## src/rtl/ps2_keymatrix.sv

```systemverilog
// PS/2 set-2 keyboard receiver that keeps a ZX Spectrum 8x5 key matrix image and serves port #FE column data.
// Optional macro PS2_CURSOR_EN maps the arrow keys and backspace to CS+5/8/6/7 and CS+0.
module ps2_keymatrix #(
  parameter int FILTER_LEN = 8,
  parameter int TIMEOUT    = 28000
) (
  input  logic       clk28,
  input  logic       rst_n,
  input  logic       ps2_clk,
  input  logic       ps2_dat,
  input  logic [7:0] a_hi,
  output logic [4:0] kd_out,
  output logic       magic_key,
  output logic       reset_key,
  output logic       frame_err
);

  localparam int FW = $clog2(FILTER_LEN + 1);
  localparam int TW = $clog2(TIMEOUT + 1);

  // Extra key sources beyond the 40 direct matrix positions (row*5 + col)
  localparam int K_CS_L   = 0;
  localparam int K_SS_L   = 36;
  localparam int K_CS_R   = 40;
  localparam int K_SS_R   = 41;
  localparam int K_ENT_KP = 42;
  localparam int K_ALT_L  = 43;
  localparam int K_ALT_R  = 44;
  localparam int K_DEL    = 45;
  localparam int K_F12    = 46;
  localparam int K_LEFT   = 47;
  localparam int K_RIGHT  = 48;
  localparam int K_DOWN   = 49;
  localparam int K_UP     = 50;
  localparam int K_BKSP   = 51;
  localparam int NKEYS    = 52;

  typedef enum logic [2:0] {
    S_IDLE   = 3'd0,
    S_DATA   = 3'd1,
    S_PARITY = 3'd2,
    S_STOP   = 3'd3,
    S_DECODE = 3'd4
  } state_t;

  logic             clk_meta_r, clk_sync_r, dat_meta_r, dat_sync_r;
  logic             clk_filt_r;
  logic [FW-1:0]    filt_cnt_r;
  logic             fall_s;
  state_t           state_r;
  logic [2:0]       bitcnt_r;
  logic [7:0]       shift_r;
  logic             par_ok_r;
  logic [TW-1:0]    to_cnt_r;
  logic             frame_err_r;
  logic             ext_r, brk_r;
  logic [NKEYS-1:0] keys_r;
  logic [39:0]      matrix_s;
  logic [4:0]       sel_s;
  logic [6:0]       hit_s;
  logic [4:0]       kd_out_r;
  logic             magic_key_r, reset_key_r;

  // Total of data bits plus parity bit must be odd
  function automatic logic odd_parity_ok(input logic [7:0] d, input logic p);
    return ^{d, p};
  endfunction

  // Maps {ext, code} to {hit, source index}
  function automatic logic [6:0] key_lookup(input logic [8:0] c);
    logic [6:0] r;
    case (c)
      9'h012: r = {1'b1, 6'd0};   9'h01A: r = {1'b1, 6'd1};   9'h022: r = {1'b1, 6'd2};
      9'h021: r = {1'b1, 6'd3};   9'h02A: r = {1'b1, 6'd4};   9'h01C: r = {1'b1, 6'd5};
      9'h01B: r = {1'b1, 6'd6};   9'h023: r = {1'b1, 6'd7};   9'h02B: r = {1'b1, 6'd8};
      9'h034: r = {1'b1, 6'd9};   9'h015: r = {1'b1, 6'd10};  9'h01D: r = {1'b1, 6'd11};
      9'h024: r = {1'b1, 6'd12};  9'h02D: r = {1'b1, 6'd13};  9'h02C: r = {1'b1, 6'd14};
      9'h016: r = {1'b1, 6'd15};  9'h01E: r = {1'b1, 6'd16};  9'h026: r = {1'b1, 6'd17};
      9'h025: r = {1'b1, 6'd18};  9'h02E: r = {1'b1, 6'd19};  9'h045: r = {1'b1, 6'd20};
      9'h046: r = {1'b1, 6'd21};  9'h03E: r = {1'b1, 6'd22};  9'h03D: r = {1'b1, 6'd23};
      9'h036: r = {1'b1, 6'd24};  9'h04D: r = {1'b1, 6'd25};  9'h044: r = {1'b1, 6'd26};
      9'h043: r = {1'b1, 6'd27};  9'h03C: r = {1'b1, 6'd28};  9'h035: r = {1'b1, 6'd29};
      9'h05A: r = {1'b1, 6'd30};  9'h04B: r = {1'b1, 6'd31};  9'h042: r = {1'b1, 6'd32};
      9'h03B: r = {1'b1, 6'd33};  9'h033: r = {1'b1, 6'd34};  9'h029: r = {1'b1, 6'd35};
      9'h014: r = {1'b1, 6'd36};  9'h03A: r = {1'b1, 6'd37};  9'h031: r = {1'b1, 6'd38};
      9'h032: r = {1'b1, 6'd39};  9'h059: r = {1'b1, 6'd40};  9'h114: r = {1'b1, 6'd41};
      9'h15A: r = {1'b1, 6'd42};  9'h011: r = {1'b1, 6'd43};  9'h111: r = {1'b1, 6'd44};
      9'h171: r = {1'b1, 6'd45};  9'h007: r = {1'b1, 6'd46};
`ifdef PS2_CURSOR_EN
      9'h16B: r = {1'b1, 6'd47};  9'h174: r = {1'b1, 6'd48};  9'h172: r = {1'b1, 6'd49};
      9'h175: r = {1'b1, 6'd50};  9'h166: r = {1'b1, 6'd51};  9'h066: r = {1'b1, 6'd51};
`endif
      default: r = {1'b0, 6'd0};
    endcase
    return r;
  endfunction

  // Two-flop synchronisers; idle bus level is high
  always_ff @(posedge clk28) begin
    if (!rst_n) begin
      clk_meta_r <= 1'b1; clk_sync_r <= 1'b1;
      dat_meta_r <= 1'b1; dat_sync_r <= 1'b1;
    end else begin
      clk_meta_r <= ps2_clk; clk_sync_r <= clk_meta_r;
      dat_meta_r <= ps2_dat; dat_sync_r <= dat_meta_r;
    end
  end

  // Glitch filter: a new clock level needs FILTER_LEN consecutive differing samples
  always_ff @(posedge clk28) begin
    if (!rst_n) begin
      clk_filt_r <= 1'b1;
      filt_cnt_r <= {FW{1'b0}};
    end else if (clk_sync_r == clk_filt_r) begin
      filt_cnt_r <= {FW{1'b0}};
    end else if (filt_cnt_r == FW'(FILTER_LEN - 1)) begin
      clk_filt_r <= clk_sync_r;
      filt_cnt_r <= {FW{1'b0}};
    end else begin
      filt_cnt_r <= filt_cnt_r + {{(FW-1){1'b0}}, 1'b1};
    end
  end

  assign fall_s = clk_filt_r & ~clk_sync_r & (filt_cnt_r == FW'(FILTER_LEN - 1));

  // Frame receiver with inactivity timeout
  always_ff @(posedge clk28) begin
    if (!rst_n) begin
      state_r     <= S_IDLE;
      bitcnt_r    <= 3'd0;
      shift_r     <= 8'h00;
      par_ok_r    <= 1'b0;
      to_cnt_r    <= {TW{1'b0}};
      frame_err_r <= 1'b0;
    end else begin
      frame_err_r <= 1'b0;
      if (state_r == S_IDLE || fall_s) to_cnt_r <= {TW{1'b0}};
      else                             to_cnt_r <= to_cnt_r + {{(TW-1){1'b0}}, 1'b1};
      if (state_r != S_IDLE && state_r != S_DECODE && !fall_s && to_cnt_r == TW'(TIMEOUT - 1)) begin
        state_r <= S_IDLE;
      end else begin
        case (state_r)
          S_IDLE: begin
            if (fall_s) begin
              if (!dat_sync_r) begin
                state_r  <= S_DATA;
                bitcnt_r <= 3'd0;
              end else begin
                frame_err_r <= 1'b1;
              end
            end
          end
          S_DATA: begin
            if (fall_s) begin
              shift_r  <= {dat_sync_r, shift_r[7:1]};
              bitcnt_r <= bitcnt_r + 3'd1;
              if (bitcnt_r == 3'd7) state_r <= S_PARITY;
            end
          end
          S_PARITY: begin
            if (fall_s) begin
              par_ok_r <= odd_parity_ok(shift_r, dat_sync_r);
              state_r  <= S_STOP;
            end
          end
          S_STOP: begin
            if (fall_s) begin
              if (dat_sync_r && par_ok_r) begin
                state_r <= S_DECODE;
              end else begin
                frame_err_r <= 1'b1;
                state_r     <= S_IDLE;
              end
            end
          end
          S_DECODE: state_r <= S_IDLE;
          default:  state_r <= S_IDLE;
        endcase
      end
    end
  end

  assign hit_s = key_lookup({ext_r, shift_r});

  // Scancode decoder: prefix flags and per-source key state
  always_ff @(posedge clk28) begin
    if (!rst_n) begin
      ext_r  <= 1'b0;
      brk_r  <= 1'b0;
      keys_r <= {NKEYS{1'b0}};
    end else if (frame_err_r) begin
      ext_r <= 1'b0;
      brk_r <= 1'b0;
    end else if (state_r == S_DECODE) begin
      case (shift_r)
        8'hE0: ext_r <= 1'b1;
        8'hF0: brk_r <= 1'b1;
        8'hAA, 8'hFC, 8'h00, 8'hFF: begin
          keys_r <= {NKEYS{1'b0}};
          ext_r  <= 1'b0;
          brk_r  <= 1'b0;
        end
        default: begin
          if (hit_s[6]) keys_r[hit_s[5:0]] <= ~brk_r;
          ext_r <= 1'b0;
          brk_r <= 1'b0;
        end
      endcase
    end
  end

  // Fold shared-bit sources into the matrix image and select the addressed rows
  always_comb begin
    matrix_s     = keys_r[39:0];
    matrix_s[0]  = keys_r[K_CS_L] | keys_r[K_CS_R] | keys_r[K_LEFT] | keys_r[K_RIGHT]
                 | keys_r[K_DOWN] | keys_r[K_UP] | keys_r[K_BKSP];
    matrix_s[19] = keys_r[19] | keys_r[K_LEFT];
    matrix_s[20] = keys_r[20] | keys_r[K_BKSP];
    matrix_s[22] = keys_r[22] | keys_r[K_RIGHT];
    matrix_s[23] = keys_r[23] | keys_r[K_UP];
    matrix_s[24] = keys_r[24] | keys_r[K_DOWN];
    matrix_s[30] = keys_r[30] | keys_r[K_ENT_KP];
    matrix_s[36] = keys_r[K_SS_L] | keys_r[K_SS_R];
    sel_s = 5'b00000;
    for (int r = 0; r < 8; r++) begin
      sel_s = sel_s | (matrix_s[r*5 +: 5] & {5{~a_hi[r]}});
    end
  end

  // Registered outputs
  always_ff @(posedge clk28) begin
    if (!rst_n) begin
      kd_out_r    <= 5'b11111;
      magic_key_r <= 1'b0;
      reset_key_r <= 1'b0;
    end else begin
      kd_out_r    <= ~sel_s;
      magic_key_r <= keys_r[K_F12];
      reset_key_r <= (keys_r[K_SS_L] | keys_r[K_SS_R]) & (keys_r[K_ALT_L] | keys_r[K_ALT_R]) & keys_r[K_DEL];
    end
  end

  assign kd_out    = kd_out_r;
  assign magic_key = magic_key_r;
  assign reset_key = reset_key_r;
  assign frame_err = frame_err_r;

endmodule

```

## config.mk

```make
export PLATFORM = sky130hd
export DESIGN_NAME = ps2_keymatrix
export DESIGN_NICKNAME = d
export VERILOG_FILES = /design/src/rtl/ps2_keymatrix.sv
export SDC_FILE = /design/constraint.sdc
export NUM_CORES = 1
export LEC_CHECK = 0
export BUFFER_PORTS_ARGS = -buffer_cell sky130_fd_sc_hd__buf_2
export CAP_MARGIN = 20
export CELL_PAD_IN_SITES_DETAIL_PLACEMENT = 1
export CELL_PAD_IN_SITES_GLOBAL_PLACEMENT = 1
export CORE_MARGIN = 10
export CORE_UTILIZATION = 50
export CTS_CLUSTER_DIAMETER = 40
export DETAILED_ROUTE_END_ITERATION = 10
export GPL_TIMING_DRIVEN = 0
export PLACE_DENSITY_LB_ADDON = 0.1
export SYNTH_ARGS = -nofsm -noshare
export SYNTH_HDL_FRONTEND = slang
export SYNTH_SLANG_ARGS = --single-unit
```

## constraint.sdc

```tcl
create_clock -name clk28 -period 5.75 [get_ports clk28]
set_input_delay 1.15 -clock clk28 [delete_from_list [all_inputs] [get_ports clk28]]
set_output_delay 1.15 -clock clk28 [all_outputs]
set_load 0.02 [all_outputs]
```

==> results of run 1 <==
registers in the layout, indices dropped and copies added (netlist names):
name and cells:
keys_r 52, bitcnt_r 3, dat_meta_r 1, state_r 3, kd_out 5, filt_cnt_r 4, brk_r 1, clk_sync_r 1
par_ok_r 1, clk_filt_r 1, shift_r 8, clk_meta_r 1, magic_key 1, reset_key 1, ext_r 1, to_cnt_r 15
dat_sync_r 1, frame_err 1
cells by family after synthesis:
logic type | after synthesis | synth area share [%]
buf+inv | 70 | 5.40
simple gates | 309 | 28.7
xor+xnor | 24 | 3.75
flops | 101 | 36.0
mux | 9 | 1.61
fa+ha+maj | 5 | 1.12
compound gates | 199 | 23.3
where the power goes:
part / switching [W] / total, W / internal [W]
registers: 0.000000937 / 0.000701 / 0.000700
logic: 0.0000228 / 0.0000300 / 0.00000711
clock network: 0.000281 / 0.000598 / 0.000317
total: 0.000305 / 0.00133 / 0.00102
final timing paths:
kind,start,cells after the start,endpoint
worst max-delay path,shift_r[0],11,keys_r[8]
worst min-delay path,dat_meta_r,1,dat_sync_r
worst max register to register,shift_r[0],11,keys_r[8]
worst min register to register,dat_meta_r,1,dat_sync_r
area by class of cell:
class                   instances  area [µm²]  share of cell area (%)
plain buffers                  51         231                    3.75
multi-input cells             546        3290                    53.3
repair buffers                 19        95.1                    1.54
inverters                      19        71.3                    1.16
clock buffers                  11         253                    4.10
well taps                     140         175                    2.84
flip-flops and latches        101        2020                    32.8
clock inverters                 4        32.5                   0.528
metal layers:
metal  up-vias  share of wire (%)  GRT usage [%]
met4         0                4.1           11.7
li1       2672                  -              -
met1      2932                 44           33.4
met3        77                7.4           5.62
met5         -                  0              0
met2       260                 45           40.7
per-stage QoR:
| stage | total power, W | instances |
|---|---|---|
| final | 0.00133 | 891 |
| after global routing | 0.00136 | 891 |
| after CTS | 0.00133 | 890 |
| after detailed placement | 0.000746 | 875 |
| after global placement | 0.000745 | 875 |
| after floorplan | 0.000732 | 717 |
cell usage in the layout (no fill, tap or decap), types with 12 or more instances in the layout:
| cell | synthesis | routed |
|---|---|---|
| buf_2 | 14 | 32 |
| nand2b_1 | 12 | 12 |
| nand3_1 | 33 | 33 |
| inv_1 | 18 | 18 |
| nand2_1 | 55 | 55 |
| xor2_1 | 14 | 14 |
| nor3_1 | 15 | 15 |
| clkbuf_1 | 25 | 25 |
| a22oi_1 | 15 | 15 |
| o211ai_1 | 15 | 15 |
| a21oi_1 | 47 | 47 |
| o21ai_0 | 55 | 55 |
| dfxtp_1 | 101 | 101 |
| nor2_1 | 98 | 98 |
==> results by group, run 1 <==
Synth
  – Cells after Synth: 717
  – Synth cell types: 73
  – Top cells by area, synth: dfxtp_1, nor2_1, o21ai_0
  – Post-synth top area cell: dfxtp_1
  – Post-Syn Area per Cell: around 7.8 µm²
  – Top cell types by occurrence after synthesis: dfxtp_1, nor2_1, nand2_1, o21ai_0, a21oi_1
  – Ys Warns: 0
  – Syn Nets: 734
  – Top cell type's share of synthesized area: between 30 and 40%
  – Ys async rst share: 0%
  – Post-synthesis sequential area ratio: 36.0%
  – Top FF cell, synth: dfxtp_1
  – Synthesized area: ~5600 µm²
  – Post-synth EDFFs: 0
  – Count leader, synth: dfxtp_1
  – Synth Register Bits: 101

Route
  – Avg WL per Cell: 24.0 µm
  – Final wirelength: 21.4 mm
  – Vias after detailed routing: 5941
  – TritonRoute pass-1 iters: 5
  – Initial DRC Count: roughly 540
  – Mean number of vias per cell: 6.67
  – Final ANT Viol Nets: 0
  – Drt drc: 0

Floorplanning
  – Core area: 10900 µm²
  – Die W: 126 µm
  – Die area: between 15000 and 20000 µm²
  – Top Ports: 20
  – Die Height: 126 µm
  – Rows: 38
  – Starting Density: between 50% and 60%

Global routing
  – Initial antenna violation count: 0
  – Vias in the first global route: 5864
  – GRT Util Overall: 26.0%
  – Global route total overflow: 0
  – Largest net degree at the start of global routing: 17
  – First-pass GRT wire length: 33.2 mm

Timing
  – Period utilisation layout: roughly 65%
  – RSZ-0062 raised after global routing: false
  – Relative slew margins: 31.6%
  – Setup ws final: 2030 ps
  – TNS Setup: 0 ps
  – Pins Over Slew Limit: 0
  – Final hold slack: between 400 and 500 ps
  – Worst Max-Slew Pin Slew: 1010 ps
  – Final Hold Vio Count: 0
  – Final Setup Violations: 0
  – Fmax: 268 MHz
  – Tmin final: 3720 ps
  – Layout Skew: 9.54 ps

Power and ir drop
  – PwrDens: 216 nW/µm²
  – Leak: 2.15 nW
  – Maximum vdd drop: 0.000277 V

CTS
  – Hold-fix buffers, CTS: 0
  – Clk Latency, worst-skew pair: 360 ps
  – Clock buffer count from CTS: 9
  – Clock Path Buffers: 2
  – # clock sinks: between 100 and 150
  – CTS tree: yes
  – Max H-tree Level: 3
  – Post-cts resize count: 0
  – Clk Tree Root Cell: clkbuf_16
  – Clock transition at path regs: 70 ps
  – Number of setup buffers added after CTS: 0

Setup path
  – Crit end category: register
  – Data required, critical path: 6040 ps
  – CP Buf/Inv Count: 3
  – Crit path max fanout: 10
  – Worst Setup Path Type: register to register
  – Crit-path max cell delay: 830 ps
  – Startpoint types: register
  – Critical Path AT: roughly 4000 ps
  – Critical path, cell by cell: buf_4 -> buf_6 -> nor4b_1 -> nand2_1 -> o31ai_1 -> nor3_1 -> and4_1 -> a211oi_4 -> buf_2 -> nand3_1 -> a21oi_1
  – CP top delay family: simple AND/OR/NAND/NOR gates
  – Flop2flop setup slack: 2030 ps
  – Slowest CP cell: nor4b_1

Placement
  – GP Congestion: about 0.99
  – Hpwl dp: 15.9 mm
  – Pre-CTS setup slack: 2150 ps
  – Port Buf Inserts: 18
  – Dpl cell area: roughly 6000 µm²

Layout
  – Fillers: 1380
  – Layout cells sized above 1: 9.19%
  – N_diodes: 0
  – Final net count: 764
  – Final Core Density: between 50% and 60%
  – Final instance area: 6170 µm²
  – Synth-to-layout area growth: 9.90%

Job
  – Maxcap violations: 0

Hold path
  – Worst Hold Class: register to register

Status
  – Run status: completed
Note: power is estimated with default switching activity, not from simulation.
==> inputs of run 2 (changes only) <==
--- a/config.mk
+++ b/config.mk
@@ -5,12 +5,13 @@
 export SDC_FILE = /design/constraint.sdc
 export NUM_CORES = 1
 export LEC_CHECK = 0
+export ABC_AREA = 1
 export BUFFER_PORTS_ARGS = -buffer_cell sky130_fd_sc_hd__buf_2
 export CAP_MARGIN = 20
 export CELL_PAD_IN_SITES_DETAIL_PLACEMENT = 1
 export CELL_PAD_IN_SITES_GLOBAL_PLACEMENT = 1
 export CORE_MARGIN = 10
-export CORE_UTILIZATION = 50
+export CORE_UTILIZATION = 45
 export CTS_CLUSTER_DIAMETER = 40
 export DETAILED_ROUTE_END_ITERATION = 10
 export GPL_TIMING_DRIVEN = 0
==> constraint.sdc (replaced) <==
create_clock -name clk28 -period 3.76 [get_ports clk28]
set_input_delay 0.752 -clock clk28 [delete_from_list [all_inputs] [get_ports clk28]]
set_output_delay 0.752 -clock clk28 [all_outputs]
set_load 0.02 [all_outputs]
==> run 2 against run 1 <==
  * Sequential power grew 53%
  * Highest routed layer unchanged
  * Synthesized cell count grew 26%
  * Flip-flop and latch count is the same
  * Total power grew 51%
  * Combinational power grew 40%
  * Wire length grew 0.13%
  * Sequential share of layout area shrank 1.6 points
  * Critical path type unchanged
  * Die area grew 14%
  * Setup slack lost 990 ps
  * Critical path depth grew 3
  * Hold slack gained 5.5 ps
  * Critical endpoint is now keys_r[23]
==> results by group, run 2 <==
Status
  – Run status: completed (unchanged)

Timing
  – Fmax: 367 MHz (was 268 MHz)
  – Final Hold Vio Count: 0 (unchanged)
  – Pins Over Slew Limit: 0 (unchanged)
  – Period utilisation layout: 72.4% (was 64.8%)
  – Relative slew margins: 36.6% (was 31.6%)
  – Final Setup Violations: 0 (unchanged)
  – TNS Setup: 0 ps (unchanged)
  – Layout Skew: 6.93 ps (was 9.54 ps)
  – Tmin final: 2720 ps (was 3720 ps)
  – Worst Max-Slew Pin Slew: 944 ps (was 1010 ps)
  – RSZ-0062 raised after global routing: false (unchanged)

Synth
  – Synth Area in XOR/XNOR: 1.48% (was 3.75%)
  – Syn Nets: 921 (was 734)
  – Count leader, synth: nand2_1 (was dfxtp_1)
  – Ys async rst share: 0% (unchanged)
  – Synth cell types: 41 (was 73)
  – Top FF cell, synth: dfxtp_1 (unchanged)
  – Proportion of synthesized area in mux cells: 0% (was 1.61%)
  – Ys Warns: 0 (unchanged)
  – Post-synth EDFFs: 0 (unchanged)
  – Top cell types by occurrence after synthesis: nand2_1, nor2_1, dfxtp_1, inv_1, a21oi_1 (was dfxtp_1, nor2_1, nand2_1, o21ai_0, a21oi_1)
  – Main combinational cell family by area after synthesis: simple AND/OR/NAND/NOR gates (unchanged)
  – Synthesized area: 5900 µm² (was 5610 µm²)
  – Synth Register Bits: 101 (unchanged)
  – Cells after Synth: 904 (was 717)
  – Synth Area in Simple Gates: 36.8% (was 28.7%)
  – Top cells by area, synth: dfxtp_1, nand2_1, nor2_1 (was dfxtp_1, nor2_1, o21ai_0)
  – Synth Area in Adders: 1.06% (was 1.12%)
  – Post-Syn Area per Cell: 6.53 µm² (was 7.82 µm²)
  – Post-synthesis sequential area ratio: 34.3% (was 36.0%)
  – Post-synth top area cell: dfxtp_1 (unchanged)
  – Top cell type's share of synthesized area: 34.3% (was 36.0%)
  – Synth Area in Compound Gates: 16.7% (was 23.3%)

Power and ir drop
  – Combinational power share: 2.1% (was 2.3%)
  – Internal power: 0.00153 W (was 0.00102 W)
  – Share of power burned in registers: 53.5% (was 52.7%)
  – Leak: 2.97 nW (was 2.15 nW)
  – Switching power: 0.000469 W (was 0.000305 W)
  – Clock power frac: 44.4% (was 45.0%)
  – Switching share of power: 23.4% (was 22.9%)
  – Maximum vdd drop: 0.000191 V (was 0.000277 V)
  – PwrDens: 309 nW/µm² (was 216 nW/µm²)

Setup path
  – Crit end category: register (unchanged)
  – Worst Setup EP: keys_r[23] (was keys_r[8])
  – Worst reg-to-reg path cell count: 14 (was 11)
  – RR Endpoint: keys_r[23] (was keys_r[8])
  – Flop2flop setup slack: 1040 ps (was 2030 ps)
  – Startpoint types: register (unchanged)
  – Timing startpoint of the critical path: shift_r[5] (was shift_r[0])
  – Data required, critical path: 4040 ps (was 6040 ps)
  – Critical path, cell by cell: buf_2 -> inv_2 -> nor2_2 -> nand3_1 -> a21oi_1 -> nor2_1 -> nand2_2 -> nor2_4 -> nand3_2 -> nand4_1 -> inv_2 -> buf_2 -> nand2_1 -> a21oi_1 (was buf_4 -> buf_6 -> nor4b_1 -> nand2_1 -> o31ai_1 -> nor3_1 -> and4_1 -> a211oi_4 -> buf_2 -> nand3_1 -> a21oi_1)
  – FF-to-FF Start: shift_r[5] (was shift_r[0])
  – Crit path max fanout: 10 (unchanged)
  – Slowest CP cell: nand3_1 (was nor4b_1)
  – Worst Setup Path Type: register to register (unchanged)
  – CP top delay family: simple AND/OR/NAND/NOR gates (unchanged)
  – WP depth: 14 (was 11)
  – Critical Path AT: 3000 ps (was 4020 ps)
  – CP Buf/Inv Count: 4 (was 3)
  – Crit-path max cell delay: 350 ps (was 830 ps)

Layout
  – Final instance area: 6480 µm² (was 6170 µm²)
  – Top flop regs: keys_r x52, to_cnt_r x15, shift_r x8 (unchanged)
  – Layout cells sized above 1: 13.2% (was 9.19%)
  – Final Core Density: 51.0% (was 56.4%)
  – Most frequent cells in the layout: nand2_1, nor2_1, dfxtp_1, inv_1, a21oi_1 (was dfxtp_1, nor2_1, nand2_1, o21ai_0, a21oi_1)
  – Most common cell after layout, fill and taps aside: nand2_1 (was dfxtp_1)
  – N_diodes: 0 (unchanged)
  – Final net count: 951 (was 764)
  – Synth-to-layout area growth: 9.86% (was 9.90%)
  – Top reg by flops: keys_r (unchanged)
  – Largest register FFs: 52 (unchanged)

Route
  – Initial DRC Count: 479 (was 542)
  – Avg WL per Cell: 19.3 µm (was 24.0 µm)
  – Drt drc: 0 (unchanged)
  – TritonRoute pass-1 iters: 5 (unchanged)
  – Mean number of vias per cell: 5.60 (was 6.67)
  – Final wirelength: 21.4 mm (about the same)
  – Vias after detailed routing: 6218 (was 5941)
  – Final ANT Viol Nets: 0 (unchanged)

CTS
  – Max H-tree Level: 3 (unchanged)
  – Hold-fix buffers, CTS: 0 (unchanged)
  – Clock buffer count from CTS: 9 (unchanged)
  – Post-cts resize count: 0 (unchanged)
  – CTS tree: yes (unchanged)
  – Clock transition at path regs: 70 ps (about the same)
  – # clock sinks: 101 (unchanged)
  – Number of setup buffers added after CTS: 0 (unchanged)
  – Clk Tree Root Cell: clkbuf_16 (unchanged)
  – Clock Path Buffers: 2 (unchanged)
  – Clk Latency, worst-skew pair: 360 ps (about the same)

Global routing
  – Initial antenna violation count: 0 (unchanged)
  – GRT Util Overall: 24.2% (was 26.0%)
  – Largest net degree at the start of global routing: 18 (was 17)
  – Global route total overflow: 0 (unchanged)
  – First-pass GRT wire length: 34.6 mm (was 33.2 mm)
  – Vias in the first global route: 6427 (was 5864)

Floorplanning
  – Top Ports: 20 (unchanged)
  – Core area: 12700 µm² (was 10900 µm²)
  – Starting Density: 46.4% (was 51.3%)
  – Die W: 135 µm (was 126 µm)
  – Die Height: 135 µm (was 126 µm)
  – Die area: 18100 µm² (was 15900 µm²)
  – Rows: 41 (was 38)

Hold path
  – Worst Hold Class: register to register (unchanged)

Placement
  – GP Congestion: 1.01 (was 0.993)
  – Port Buf Inserts: 19 (was 18)
  – Dpl cell area: 6210 µm² (was 5880 µm²)
  – Hpwl dp: 16.6 mm (was 15.9 mm)

Job
  – Maxcap violations: 0 (unchanged)
run 2: power groups by stage:
stage / logic (W) / clock network, W / registers [W]
2_1_floorplan: 0.0000222 / 0 / 0.00110
5_1_grt: 0.0000456 / 0.000936 / 0.00107
6_report: 0.0000420 / 0.000888 / 0.00107
4_1_cts: 0.0000416 / 0.000901 / 0.00107
3_3_place_gp: 0.0000393 / 0 / 0.00110
3_5_place_dp: 0.0000412 / 0 / 0.00110
run 2: cells by family (layout without fill, tap and decap cells):
family,count (synthesis),in the layout
AND/OR/NAND/NOR,480,480
AO/OA/AOI/OAI,173,173
buffers and inverters,135,169
flip-flops,101,101
XOR/XNOR,10,10
adder cells (fa/ha/maj),5,5
run 2: metal layers:
metal,GRT usage (%),up-vias,wire [µm],part of all wire [%]
li1,-,2990,-,-
met4,5.68,0,327,1.5
met5,0,-,0,0
met2,40.8,181,10200,47
met3,4.97,24,1240,5.8
met1,30.9,3023,9670,45
run 2: how the worst min path moves through the flow:
stage / start / cells after the start / to / slack [ps]
finish: dat_meta_r / 1 / dat_sync_r / 430
detailed placement: dat_meta_r / 1 / dat_sync_r / 410
CTS: dat_meta_r / 1 / dat_sync_r / 430
floorplan: clk_meta_r / 1 / clk_sync_r / 390
global route: dat_meta_r / 1 / dat_sync_r / 450
global placement: dat_meta_r / 1 / dat_sync_r / 400
run 2: area by class of cell:
| type | instances | area [µm²] |
|---|---|---|
| Fill cell | 1786 | 6240 |
| Multi-Input combinational cell | 668 | 3310 |
| Sequential cell | 101 | 2020 |
| Inverter | 105 | 394 |
| Clock buffer | 9 | 225 |
| Tap cell | 172 | 215 |
| Buffer | 30 | 180 |
| Timing Repair Buffer | 19 | 95.1 |
| Clock inverter | 6 | 46.3 |
run 2: metrics by stage:
step / setup WS (ps) / hold WS [ps] / power (W) / std cells
final: 1040 / 425 / 0.00200 / 1110
after global routing: 867 / 450 / 0.00205 / 1110
after CTS: 1130 / 433 / 0.00201 / 1110
after detailed placement: 1160 / 415 / 0.00114 / 1095
after global placement: 1180 / 395 / 0.00114 / 1095
after floorplan: 1850 / 393 / 0.00112 / 904
